`config.mk`:
```
export PLATFORM = sky130hd
export DESIGN_NAME = multdiv_unit
export DESIGN_NICKNAME = d
export VERILOG_FILES = /design/src/rtl/multdiv_unit_pkg.sv /design/src/rtl/multdiv_unit_booth_select.sv /design/src/rtl/multdiv_unit.sv
export SDC_FILE = /design/constraint.sdc
export NUM_CORES = 1
export LEC_CHECK = 0
export ABC_AREA = 1
export CAP_MARGIN = 0
export CORE_UTILIZATION = 25
export CTS_CLUSTER_SIZE = 24
export DETAILED_ROUTE_END_ITERATION = 10
export GPL_ROUTABILITY_DRIVEN = 0
export PLACE_DENSITY = 0.51
export SLEW_MARGIN = 5
export SYNTH_ARGS = -nofsm -noshare
export SYNTH_HDL_FRONTEND = slang
export SYNTH_HIERARCHICAL = 1
export SYNTH_SLANG_ARGS = --single-unit
```
`constraint.sdc`:
```
create_clock -name clock -period 7.77 [get_ports clock]
set_clock_uncertainty 0.1 [all_clocks]
set_input_delay 0.777 -clock clock [delete_from_list [all_inputs] [get_ports clock]]
set_output_delay 0.777 -clock clock [all_outputs]
set_load 0.01 [all_outputs]
```
`src/rtl/multdiv_unit_pkg.sv`:
```
// Shared types and constants for the iterative multiply/divide unit.
// Holds FSM state encoding, iteration counts and the radix-4 Booth recoding table.
package multdiv_unit_pkg;

   localparam int MULT_ITERS = 16;
   localparam int DIV_ITERS  = 32;
   localparam int CNT_W      = 6;

   typedef enum logic [1:0] {
      S_IDLE,
      S_MULT,
      S_DIV,
      S_DONE
   } state_e;

   typedef enum logic [2:0] {
      BOOTH_ZERO,
      BOOTH_PM,
      BOOTH_P2M,
      BOOTH_MM,
      BOOTH_M2M
   } booth_op_e;

   // Bits are {q[i+1], q[i], q[i-1]} of the multiplier.
   function automatic booth_op_e booth_decode(input logic [2:0] bits);
      booth_op_e op;
      case (bits)
         3'b001, 3'b010: op = BOOTH_PM;
         3'b011:         op = BOOTH_P2M;
         3'b100:         op = BOOTH_M2M;
         3'b101, 3'b110: op = BOOTH_MM;
         default:        op = BOOTH_ZERO;
      endcase
      return op;
   endfunction

endpackage

```
`src/rtl/multdiv_unit_booth_select.sv`:
```
// Maps three multiplier bits to a sign-extended radix-4 partial product.
// Produces 0, +M, +2M, -M or -2M; two extra bits cover the +/-2M range.
module booth_select
   import multdiv_unit_pkg::*;
#(
   parameter int WIDTH = 32
)
(
   input  logic [2:0]       bits_i,
   input  logic [WIDTH-1:0] mcand_i,
   output logic [WIDTH+1:0] pp_o
);

   localparam logic [WIDTH+1:0] ONE_PP = 1;

   booth_op_e        op;
   logic [WIDTH+1:0] m1;
   logic [WIDTH+1:0] m2;

   always_comb begin
      op = booth_decode(bits_i);
      m1 = {{2{mcand_i[WIDTH-1]}}, mcand_i};
      m2 = {mcand_i[WIDTH-1], mcand_i, 1'b0};
      pp_o = '0;
      case (op)
         BOOTH_PM:  pp_o = m1;
         BOOTH_P2M: pp_o = m2;
         BOOTH_MM:  pp_o = ~m1 + ONE_PP;
         BOOTH_M2M: pp_o = ~m2 + ONE_PP;
         default:   pp_o = '0;
      endcase
   end

endmodule

```
`src/rtl/multdiv_unit.sv`:
```
// Iterative signed multiply (radix-4 Booth, 16 steps) / divide (non-restoring, 32 steps).
// Fixed latency: result pulse 17 (MULT) or 33 (DIV) edges after the start edge.
module multdiv_unit
   import multdiv_unit_pkg::*;
#(
   parameter int WIDTH = 32
)
(
   input  logic             clock,
   input  logic             reset,
   input  logic [WIDTH-1:0] data_operandA,
   input  logic [WIDTH-1:0] data_operandB,
   input  logic             ctrl_MULT,
   input  logic             ctrl_DIV,
   output logic [WIDTH-1:0] data_result,
   output logic             data_exception,
   output logic             data_resultRDY
);

   localparam int               AW        = 2*WIDTH + 1;
   localparam logic [CNT_W-1:0] CNT_ONE   = 1;
   localparam logic [CNT_W-1:0] MULT_LAST = CNT_W'(MULT_ITERS - 1);
   localparam logic [CNT_W-1:0] DIV_LAST  = CNT_W'(DIV_ITERS - 1);
   localparam logic [WIDTH-1:0] ONE_W     = 1;
   localparam logic [WIDTH-1:0] MIN_W     = {1'b1, {(WIDTH-1){1'b0}}};

   state_e           state_q, state_d;
   logic [CNT_W-1:0] cnt_q, cnt_d;
   logic [AW-1:0]    acc_q, acc_d;
   logic [WIDTH-1:0] mcand_q, mcand_d;
   logic [WIDTH:0]   rem_q, rem_d;
   logic [WIDTH-1:0] quo_q, quo_d;
   logic [WIDTH-1:0] dvsr_q, dvsr_d;
   logic             neg_q, neg_d;
   logic             dbz_q, dbz_d;
   logic             dovf_q, dovf_d;
   logic             op_div_q, op_div_d;
   logic [WIDTH-1:0] result_q, result_d;
   logic             exc_q, exc_d;
   logic             rdy_q, rdy_d;

   logic [WIDTH+1:0] pp;
   logic [WIDTH+1:0] booth_sum;
   logic [WIDTH:0]   rem_shift;
   logic [WIDTH:0]   rem_next;
   logic [WIDTH:0]   prod_hi;

   booth_select #(.WIDTH(WIDTH)) u_booth (
      .bits_i  (acc_q[2:0]),
      .mcand_i (mcand_q),
      .pp_o    (pp)
   );

   always_comb begin
      state_d  = state_q;
      cnt_d    = cnt_q;
      acc_d    = acc_q;
      mcand_d  = mcand_q;
      rem_d    = rem_q;
      quo_d    = quo_q;
      dvsr_d   = dvsr_q;
      neg_d    = neg_q;
      dbz_d    = dbz_q;
      dovf_d   = dovf_q;
      op_div_d = op_div_q;
      result_d = result_q;
      exc_d    = exc_q;
      rdy_d    = 1'b0;

      // Add the partial product into the upper half, then arithmetic-shift by two.
      booth_sum = {{2{acc_q[AW-1]}}, acc_q[AW-1:WIDTH+1]} + pp;
      rem_shift = {rem_q[WIDTH-1:0], quo_q[WIDTH-1]};
      rem_next  = rem_q[WIDTH] ? rem_shift + {1'b0, dvsr_q}
                               : rem_shift - {1'b0, dvsr_q};
      prod_hi   = acc_q[2*WIDTH:WIDTH];

      case (state_q)
         S_MULT: begin
            acc_d = {booth_sum, acc_q[WIDTH:2]};
            cnt_d = cnt_q + CNT_ONE;
            if (cnt_q == MULT_LAST) state_d = S_DONE;
         end
         S_DIV: begin
            rem_d = rem_next;
            quo_d = {quo_q[WIDTH-2:0], ~rem_next[WIDTH]};
            cnt_d = cnt_q + CNT_ONE;
            if (cnt_q == DIV_LAST) state_d = S_DONE;
         end
         S_DONE: begin
            rdy_d   = 1'b1;
            state_d = S_IDLE;
            if (op_div_q) begin
               exc_d = dbz_q | dovf_q;
               if (dbz_q)      result_d = '0;
               else if (neg_q) result_d = ~quo_q + ONE_W;
               else            result_d = quo_q;
            end else begin
               result_d = acc_q[WIDTH:1];
               exc_d    = ~((&prod_hi) | ~(|prod_hi));
            end
         end
         default: ;
      endcase

      // A new start always wins, discarding whatever was in flight (including DONE).
      if (ctrl_MULT || ctrl_DIV) begin
         state_d  = ctrl_MULT ? S_MULT : S_DIV;
         op_div_d = ~ctrl_MULT;
         cnt_d    = '0;
         rdy_d    = 1'b0;
         result_d = result_q;
         exc_d    = exc_q;
         acc_d    = {{WIDTH{1'b0}}, data_operandB, 1'b0};
         mcand_d  = data_operandA;
         rem_d    = '0;
         quo_d    = data_operandA[WIDTH-1] ? ~data_operandA + ONE_W : data_operandA;
         dvsr_d   = data_operandB[WIDTH-1] ? ~data_operandB + ONE_W : data_operandB;
         neg_d    = data_operandA[WIDTH-1] ^ data_operandB[WIDTH-1];
         dbz_d    = (data_operandB == '0);
         dovf_d   = (data_operandA == MIN_W) && (&data_operandB);
      end
   end

   always_ff @(posedge clock or posedge reset) begin
      if (reset) begin
         state_q  <= S_IDLE;
         cnt_q    <= '0;
         acc_q    <= '0;
         mcand_q  <= '0;
         rem_q    <= '0;
         quo_q    <= '0;
         dvsr_q   <= '0;
         neg_q    <= 1'b0;
         dbz_q    <= 1'b0;
         dovf_q   <= 1'b0;
         op_div_q <= 1'b0;
         result_q <= '0;
         exc_q    <= 1'b0;
         rdy_q    <= 1'b0;
      end else begin
         state_q  <= state_d;
         cnt_q    <= cnt_d;
         acc_q    <= acc_d;
         mcand_q  <= mcand_d;
         rem_q    <= rem_d;
         quo_q    <= quo_d;
         dvsr_q   <= dvsr_d;
         neg_q    <= neg_d;
         dbz_q    <= dbz_d;
         dovf_q   <= dovf_d;
         op_div_q <= op_div_d;
         result_q <= result_d;
         exc_q    <= exc_d;
         rdy_q    <= rdy_d;
      end
   end

   assign data_result    = result_q;
   assign data_exception = exc_q;
   assign data_resultRDY = rdy_q;

endmodule

```
==> results of run 1 <==
-- critical path: stages (launching register included) --
cell and delay (ns):
dfrtp_1 0.42, nand2_1 0.19, nand3_2 0.49, o211ai_1 0.54, inv_1 0.11, fa_1 0.41, inv_1 0.12, nand3_1 0.10
nand2_1 0.12, nand2_1 0.06, nand2_1 0.13, nand3_1 0.08, nand2_1 0.19, nand2_1 0.10, nand2_1 0.07, nand2_1 0.04
nand3_1 0.11, nand2_1 0.07
-- area by class of cell --
cell class / count / area share
clock inverter: 20 / 0.01241
clock buffer: 43 / 0.04284
timing repair buffer: 113 / 0.04888
inverter: 401 / 0.06651
antenna: 3 / 0.0003295
tap: 1040 / 0.05711
sequential: 240 / 0.2636
multi-input combinational: 2304 / 0.5083
-- per-layer routing --
| metal | GRT usage | vias to the layer above | part of all wire |
|---|---|---|---|
| met5 | 0 | - | 0 |
| met2 | 0.2748 | 649 | 0.42 |
| met4 | 0.04877 | 0 | 0.024 |
| li1 | - | 10100 | - |
| met1 | 0.2797 | 9547 | 0.50 |
| met3 | 0.02619 | 94 | 0.059 |
-- cell usage in the layout (no fill, tap or decap), types with 11 or more instances in the layout --
| cell | count |
|---|---|
| clkdlybuf4s50_1 | 101 |
| nand4_1 | 46 |
| nor2_4 | 17 |
| nand3b_1 | 27 |
| nor2_1 | 320 |
| o31ai_1 | 14 |
| a21oi_1 | 186 |
| xor2_1 | 38 |
| o21ai_0 | 160 |
| nor2_2 | 21 |
| clkbuf_16 | 35 |
| o21ai_1 | 13 |
| o221ai_1 | 21 |
| o22ai_1 | 28 |
| dfrtp_1 | 240 |
| o211ai_1 | 40 |
| inv_1 | 377 |
| ha_1 | 75 |
| nor3_1 | 37 |
| nand2_1 | 882 |
| nand2_2 | 13 |
| buf_4 | 11 |
| nand3_1 | 277 |
| inv_2 | 20 |
-- flip-flops by register name, indices dropped and copies added (netlist names), 2 cells and up --
name / flops
rem_q: 33
mcand_q: 32
quo_q: 32
cnt_q: 6
data_result: 32
state_q: 2
acc_q: 65
dvsr_q: 32
-- how the worst max path moves through the flow --
stage	to	slack, ns
after CTS	acc_q[53]$_DFFE_PP0P_	4.14
after global placement	dovf_q$_DFFE_PP0N_	3.88
after detailed placement	dovf_q$_DFFE_PP0N_	3.80
final	acc_q[53]$_DFFE_PP0P_	4.17
after global routing	acc_q[53]$_DFFE_PP0P_	3.78
after floorplan	acc_q[0]$_DFFE_PP0P_	0.30
-- where the power goes --
part	switching, mW	leakage, nW	total, mW	internal, mW
sequential	0.304	2.99	1.78	1.48
clock	0.671	0.621	1.74	1.07
combinational	1.33	7.43	2.04	0.718
-- per-stage QoR --
step           total power, mW  instances
6_report                 5.570       4164
5_1_grt                  5.927       4161
3_3_place_gp             3.829       4098
2_1_floorplan            2.988       3028
3_5_place_dp             3.826       4098
4_1_cts                  5.599       4161
-- cells by family after synthesis --
group,Yosys count,synth area share
and+or+nand+nor,1673,0.3719
AOI/OAI and AO/OA,510,0.1519
buffers and inverters,484,0.09813
DFF,240,0.3081
adders and majority gates,77,0.05019
xor gates and xnor gates,43,0.01932
muxes,1,0.0005135
==> flow_summary.toml, run 1 <==
[clock_network]
path_clk_slew_ns = 0.06
cts_hold_buffers = 0
clock_sinks = 240
cts_max_level = 2
cts_buffers = 35
cts_root_buf = "clkbuf_16"
postCtsSetupRepairBufs = 0
clockBufferDepth = 3
insertion_delay_ns = 0.56
cts_resized = 0
cts_tree = "built"

[global_routing]
grt_pass1_wl_um = 113900
grt_pass1_vias = 18810
grtUsageTotal = 0.1864
gr-total-overflow = 0
antenna_found_initial = 5
grt_max_degree = 135

[sta]
tightest_slew_ns = 1.100
setup_tns_ns = 0
setup_viol = 0
fin_ws_ns = 4.168
max_freq_ghz = 0.2776
rsz0062_at_grt = "no"
post-route-min-period_ns = 3.602
hold_slack_ns = 0.3925
relSlewSlack = 0.2662
finalHoldViolCount = 0
slew_violations = 0
post-route-period-util = 0.4636

[pwr]
p_per_area_mw_per_mm2 = 244.5
ir_drop_mv = 0.1095
p_leak_nw = 11.04

[logic_synthesis]
yosys_warnings = 6
syn_area_sq_mm = 0.01949
synth_fp_nets = 3173
yosysTopAreaCellShare = 0.3081
synthesis.instances = 3028
ys_async_sr_fraction = 1.000
synth-edff-count = 0
synth_cell_type_count = 58
seq_area_frac_synth = 0.3081
yosysMostFrequentCell = "nand2_1"
yosys-top-cells-count = "nand2_1 (882), inv_1 (378), nor2_1 (322)"
synth-seq-cells = 240
synth_area_leaders = "dfrtp_1 (31%), nand2_1 (17%), inv_1 (7.3%)"
yosys.area.top_type = "dfrtp_1"
synth_ff_type = "dfrtp_1"
syn_avg_cell_area_sq_um = 6.438

[die]
dieWidth_um = 281.3
initial_core_util = 0.2521
die_h_um = 281.3
placementRows = 102
dieArea_sq_mm = 0.07910
io_pins = 102
core_sq_mm = 0.07734

[routing]
wire_per_inst_um = 17.81
dr.pass1.iters = 6
drt_wl_total_um = 74160
ant_nets = 0
vias = 20390
post-route-drc-count = 0
vias_per_cell = 4.897
drtIter0Drc = 2068

[worst_hold_path]
whs_path_depth = 2
min_from = "rem_q[3]$_DFFE_PP0P_"
holdPathEnd = "rem_q[3]$_DFFE_PP0P_"
hold_path_class = "reg2reg"

[critical_path]
arrival_ns = 3.92
worstSetupPathType = "reg2reg"
r2r-start = "acc_q[1]$_DFFE_PP0P_"
ff2ff_setup_slack_ns = 4.17
timing.rr.end = "acc_q[53]$_DFFE_PP0P_"
reg2reg_depth = 17
cp.required_ns = 8.09
crit_path_start_kind = "flip-flop"
worst-path-max-fanout = 28
critPathCaptureType = "flip-flop"
critPathLaunch = "acc_q[1]$_DFFE_PP0P_"

[final_layout]
area.growth.synth_to_final_pct = 16.87
multi_input_area_sq_mm = 0.01158
finalInstanceArea_sq_mm = 0.02278
post-route-util = 0.2946
fill_cells = 8724
layout-drive-gt1-share = 0.05479
nets = 3240
seqCellArea_sq_mm = 0.006006

[job]
maxCapViolations = 0

[place]
hpwl_um = 58040
post-place-ws_ns = 3.800
io_buffers = 101
place_area_sq_mm = 0.02152

[outcome]
status = "finished clean"
(Power assumes the default switching activity.)
==> run 2, diff against run 1 <==
==> constraint.sdc (replaced) <==
create_clock -name clock -period 3.1 [get_ports clock]
set_clock_uncertainty 0.1 [all_clocks]
set_input_delay 0.31 -clock clock [delete_from_list [all_inputs] [get_ports clock]]
set_output_delay 0.31 -clock clock [all_outputs]
set_load 0.01 [all_outputs]
==> flow_summary.toml, run 2 (synthesized netlist as in run 1, its figures left out) <==
[worst_hold_path]
whs_path_depth = 3
hold_path_class = "in2reg"

[global_routing]
met2_usage = 0.2920
grt_busiest_layer = "met2"
grt_max_degree = 96
grt_pass1_wl_um = 117000
met1_usage = 0.2774
antenna_found_initial = 0
grtUsageTotal = 0.1908
gr-total-overflow = 0
grtUsageMet3 = 0.02793
grt_pass1_vias = 19640

[final_layout]
largestRegisters = "acc_q: 65 flops, rem_q: 33 flops"
largest_reg_flops = 65
nets = 3423
layout_common_cells = "nand2_1 (800), inv_1 (366), nor2_1 (257)"
layout_commonest_cell = "nand2_1"
area.growth.synth_to_final_pct = 32.37
antenna_cells = 0
largest_register = "acc_q"
post-route-util = 0.3337
layout-drive-gt1-share = 0.1952

[pwr]
p_total_mw = 14.99
pwr-share-seq = 0.293
p_leak_nw = 12.21
swShare = 0.4167
clkPwrFrac = 0.268
ir_drop_mv = 0.3972
internal-power_mw = 8.742
p_per_area_mw_per_mm2 = 580.8
switching_power_mw = 6.244
combPwrFrac = 0.440

[die]
dieArea_sq_mm = 0.07910
io_pins = 102
die_h_um = 281.3
initial_core_util = 0.2521
core_sq_mm = 0.07734
dieWidth_um = 281.3
placementRows = 102

[sta]
setup_viol = 0
finalHoldViolCount = 0
post-route-period-util = 0.9768
slew_violations = 0
rsz0062_at_grt = "yes"
setup_tns_ns = 0
max_freq_ghz = 0.3302
relSlewSlack = 0.3907
post-route-min-period_ns = 3.028
tightest_slew_ns = 0.9126

[critical_path]
reg2reg_depth = 21
worstSetupPathType = "reg2reg"
arrival_ns = 3.34
cp.required_ns = 3.42
worst-path-max-fanout = 5
critPathCaptureType = "flip-flop"
crit_path_start_kind = "flip-flop"

[routing]
dr.pass1.iters = 5
drt_wl_total_um = 77250
post-route-drc-count = 0
vias_per_cell = 4.904
vias = 21280
drtIter0Drc = 1759
wire_per_inst_um = 17.80
ant_nets = 0

[clock_network]
path_clk_slew_ns = 0.05
cts_max_level = 2
cts_buffers = 35
cts_root_buf = "clkbuf_16"
insertion_delay_ns = 0.57
clockBufferDepth = 3
cts_tree = "built"
clock_sinks = 240

[place]
io_buffers = 101
hpwl_um = 59900

[job]
maxCapViolations = 0

[outcome]
status = "finished clean"
## run 2: cell types whose count changed in the layout (fill, tap and decap cells not counted), moves of 36 or more
cell,before,now
nor2_4,17,53
nand2_1,882,800
buf_4,11,174
a21oi_1,186,143
nor2_1,320,257
nand2_2,13,78
## run 2: final cells by class
cell class	count	area, sq um
multi-input cells	2304	13180
well taps	1040	1301
flip-flops and latches	240	6020
inverters	401	1511
clock buffers	49	978.4
repair buffers	296	2666
fillers	8446	51530
clock inverters	10	143.9
## run 2: path summary, 6_finish.rpt
path                                         from                      end  slack, ns
max                        mcand_q[1]$_DFFE_PP0N_    acc_q[59]$_DFFE_PP0P_       0.07
min                              data_operandA[4]   mcand_q[4]$_DFFE_PP0N_       0.32
max reg2reg                mcand_q[1]$_DFFE_PP0N_    acc_q[59]$_DFFE_PP0P_       0.07
min reg2reg                 rem_q[23]$_DFFE_PP0P_    rem_q[23]$_DFFE_PP0P_       0.38
max in group asynchronous                   reset  mcand_q[12]$_DFFE_PP0N_       1.59
min in group asynchronous                   reset     cnt_q[0]$_DFFE_PP0P_       0.49
## run 2: routing by layer
layer  vias up  wire length [um]
met5         -                 0
met4         0              1778
met3       101              4508
met2       645             33940
met1     10070             37020
li1      10470                 -
## run 2: critical path, cell delays in order, from the launching register on
cell	delay, ns
dfrtp_1	0.38
inv_2	0.09
ha_4	0.16
nand3_4	0.09
nor2_4	0.14
buf_12	0.13
nand2_4	0.06
inv_2	0.06
nand2_1	0.07
nand3_1	0.10
nand3b_1	0.24
ha_4	0.44
nand2_4	0.09
inv_1	0.07
nand2_2	0.06
buf_6	0.13
nor3_2	0.16
nand2_1	0.11
nand2_1	0.08
nand2_1	0.05
nand3_1	0.06
nand2_1	0.05
## run 2: timing repair
action	4_1_cts	5_1_grt
endpoints found under the hold margin	1	0
pin swaps	5	134
setup buffers	3	18
endpoints found under the setup margin	31	49
resized for setup	24	385
hold buffers	1	0
## run 2: power groups by stage
stage / combinational [mW] / sequential [mW] / clock [mW]
floorplan: 3.27 / 4.22 / 0
global placement: 5.66 / 4.40 / 0
detailed placement: 5.66 / 4.39 / 0
CTS: 5.76 / 4.35 / 4.11
global route: 7.23 / 4.45 / 4.22
finish: 6.59 / 4.39 / 4.01
## run 2: stage by stage
| step | setup slack (ns) | std cells | instance area [sq um] | hold slack [ns] |
|---|---|---|---|---|
| final | 0.07192 | 4340 | 25800 | 0.3179 |
| after global routing | -0.09190 | 4340 | 25800 | 0.3206 |
| after CTS | -0.008598 | 4322 | 24120 | 0.2949 |
| after detailed placement | -0.1188 | 4259 | 22860 | 0.3717 |
| after global placement | -0.1294 | 4259 | 22860 | 0.3693 |
| after floorplan | -0.4578 | 3028 | 19500 | 0.2731 |
==> run 3, diff against run 2 <==
--- a/config.mk
+++ b/config.mk
@@ -7,6 +7,7 @@
 export LEC_CHECK = 0
 export ABC_AREA = 1
 export CAP_MARGIN = 0
+export CORE_MARGIN = 2
 export CORE_UTILIZATION = 25
 export CTS_CLUSTER_SIZE = 24
 export DETAILED_ROUTE_END_ITERATION = 10
==> flow_summary.toml, run 3 (synthesized netlist as in run 1, its figures left out) <==
[final_layout]
nets = 3420
final_cell_count_no_fill = 4337
area.growth.synth_to_final_pct = 33.17
largest_register = "acc_q"
layout_commonest_cell = "nand2_1"
largestRegisters = "acc_q: 65 flops, rem_q: 33 flops"
multi_input_area_sq_mm = 0.01330
post-route-util = 0.3357
antenna_cells = 0
layout_common_cells = "nand2_1 (784), inv_1 (359), nor2_1 (255)"
fill_cells = 8382
largest_reg_flops = 65
layout-drive-gt1-share = 0.2047
seqCellArea_sq_mm = 0.006016

[global_routing]
antenna_found_initial = 0
grt_max_degree = 71
met2_usage = 0.2816
grt_pass1_vias = 19530
grt_busiest_layer = "met2"
grtUsageMet3 = 0.02246
grt_pass1_wl_um = 117100
grtUsageTotal = 0.1850
gr-total-overflow = 0
met1_usage = 0.2750

[routing]
ant_nets = 0
vias_per_cell = 4.887
dr.pass1.iters = 5
wire_per_inst_um = 17.85
vias = 21190
drt_wl_total_um = 77440
post-route-drc-count = 0
drtIter0Drc = 1854

[place]
post-place-ws_ns = -0.1834
io_buffers = 101
placed_cells = 4254
hpwl_um = 59840

[pwr]
combPwrFrac = 0.436
ir_drop_mv = 0.4570
p_per_area_mw_per_mm2 = 591.8
p_total_mw = 15.36
pwr-share-seq = 0.284
clkPwrFrac = 0.280
internal-power_mw = 9.058
p_leak_nw = 12.30
switching_power_mw = 6.305
swShare = 0.4104

[sta]
post-route-period-util = 0.9799
finalHoldViolCount = 0
slew_violations = 0
setup_viol = 0
relSlewSlack = 0.3866
fin_ws_ns = 0.06220
rsz0062_at_grt = "yes"
post-route-min-period_ns = 3.038
max_freq_ghz = 0.3292
setup_tns_ns = 0
tightest_slew_ns = 0.9201

[clock_network]
clockBufferDepth = 3
clock_sinks = 240
cts_tree = "built"
path_clk_slew_ns = 0.06
cts_root_buf = "clkbuf_16"
cts_hold_buffers = 0
insertion_delay_ns = 0.56
cts_max_level = 2
cts_buffers = 34

[die]
dieArea_sq_mm = 0.08023
die_h_um = 283.3
initial_core_util = 0.2521
core_sq_mm = 0.07734
placementRows = 102
io_pins = 102
dieWidth_um = 283.3

[job]
maxCapViolations = 0

[critical_path]
worstSetupPathType = "reg2reg"
cp.required_ns = 3.44
worst-path-max-fanout = 5
critPathCaptureType = "flip-flop"
crit_path_start_kind = "flip-flop"
arrival_ns = 3.37

[outcome]
status = "finished clean"

[worst_hold_path]
hold_path_class = "in2async"
## run 3: cell types whose count changed in the layout (fill, tap and decap cells not counted), moves of 7 or more
cell     delta
nor2_2      +7
inv_2       +7
nand2_1    -16
nand2_2    +11
inv_1       -7
a21oi_1     -7
## run 3: layout make-up
cell class,count,area share
multi-input cells,2304,0.5123
clock buffers,46,0.03803
flip-flops and latches,240,0.2317
inverters,401,0.05832
clock inverters,12,0.008000
well taps,1040,0.05012
repair buffers,294,0.1015
## run 3: worst paths after layout
kind | from | to | slack, ns | depth (start not counted)
min in group clock | data_operandA[4] | mcand_q[4]$_DFFE_PP0N_ | 0.30 | 3
min reg2reg | rem_q[30]$_DFFE_PP0P_ | rem_q[30]$_DFFE_PP0P_ | 0.39 | 2
min | reset | cnt_q[3]$_DFFE_PP0P_ | 0.08 | 2
max | mcand_q[1]$_DFFE_PP0N_ | acc_q[63]$_DFFE_PP0P_ | 0.06 | 19
max in group asynchronous | reset | rem_q[21]$_DFFE_PP0P_ | 2.00 | 3
max reg2reg | mcand_q[1]$_DFFE_PP0N_ | acc_q[63]$_DFFE_PP0P_ | 0.06 | 19
## run 3: what timing repair did
item,CTS,global route
setup endpoints to repair,28,53
resized for setup,40,421
setup buffers,1,25
pin swaps,7,147
## run 3: power by group through the flow
stage          Clock [mW]  Sequential (mW)  Combinational, mW
6_report             4.30             4.36               6.70
3_3_place_gp            0             4.39               5.65
5_1_grt              4.50             4.43               7.37
2_1_floorplan           0             4.22               3.27
3_5_place_dp            0             4.37               5.66
4_1_cts              4.38             4.33               5.76
## run 3: critical path: stages, from the launching register on
cell      delay (ns)
dfrtp_1         0.38
inv_2           0.09
ha_4            0.16
nand3_4         0.08
nor2_4          0.27
nand3_2         0.13
inv_2           0.09
nand2_2         0.06
nand3_2         0.07
nand3b_1        0.23
ha_4            0.43
nand2_4         0.09
nor2_4          0.12
nand2_1         0.10
nor3_2          0.21
nand2_2         0.07
nand2_1         0.06
nand2_1         0.04
nand3_1         0.07
nand2_1         0.06
## run 3: per-stage QoR
step	hold slack [ns]	cell area, sq um
final	0.07902	25960
after global placement	0.3671	22800
after floorplan	0.2731	19500
after global routing	0.1095	25960
after detailed placement	0.3754	22800
after CTS	0.08480	24140
## run 3: metal layers
| layer | routed length (um) | part of all wire |
|---|---|---|
| met3 | 4654 | 0.060 |
| met4 | 1855 | 0.024 |
| met2 | 33860 | 0.44 |
| met1 | 37060 | 0.48 |
| met5 | 0 | 0 |
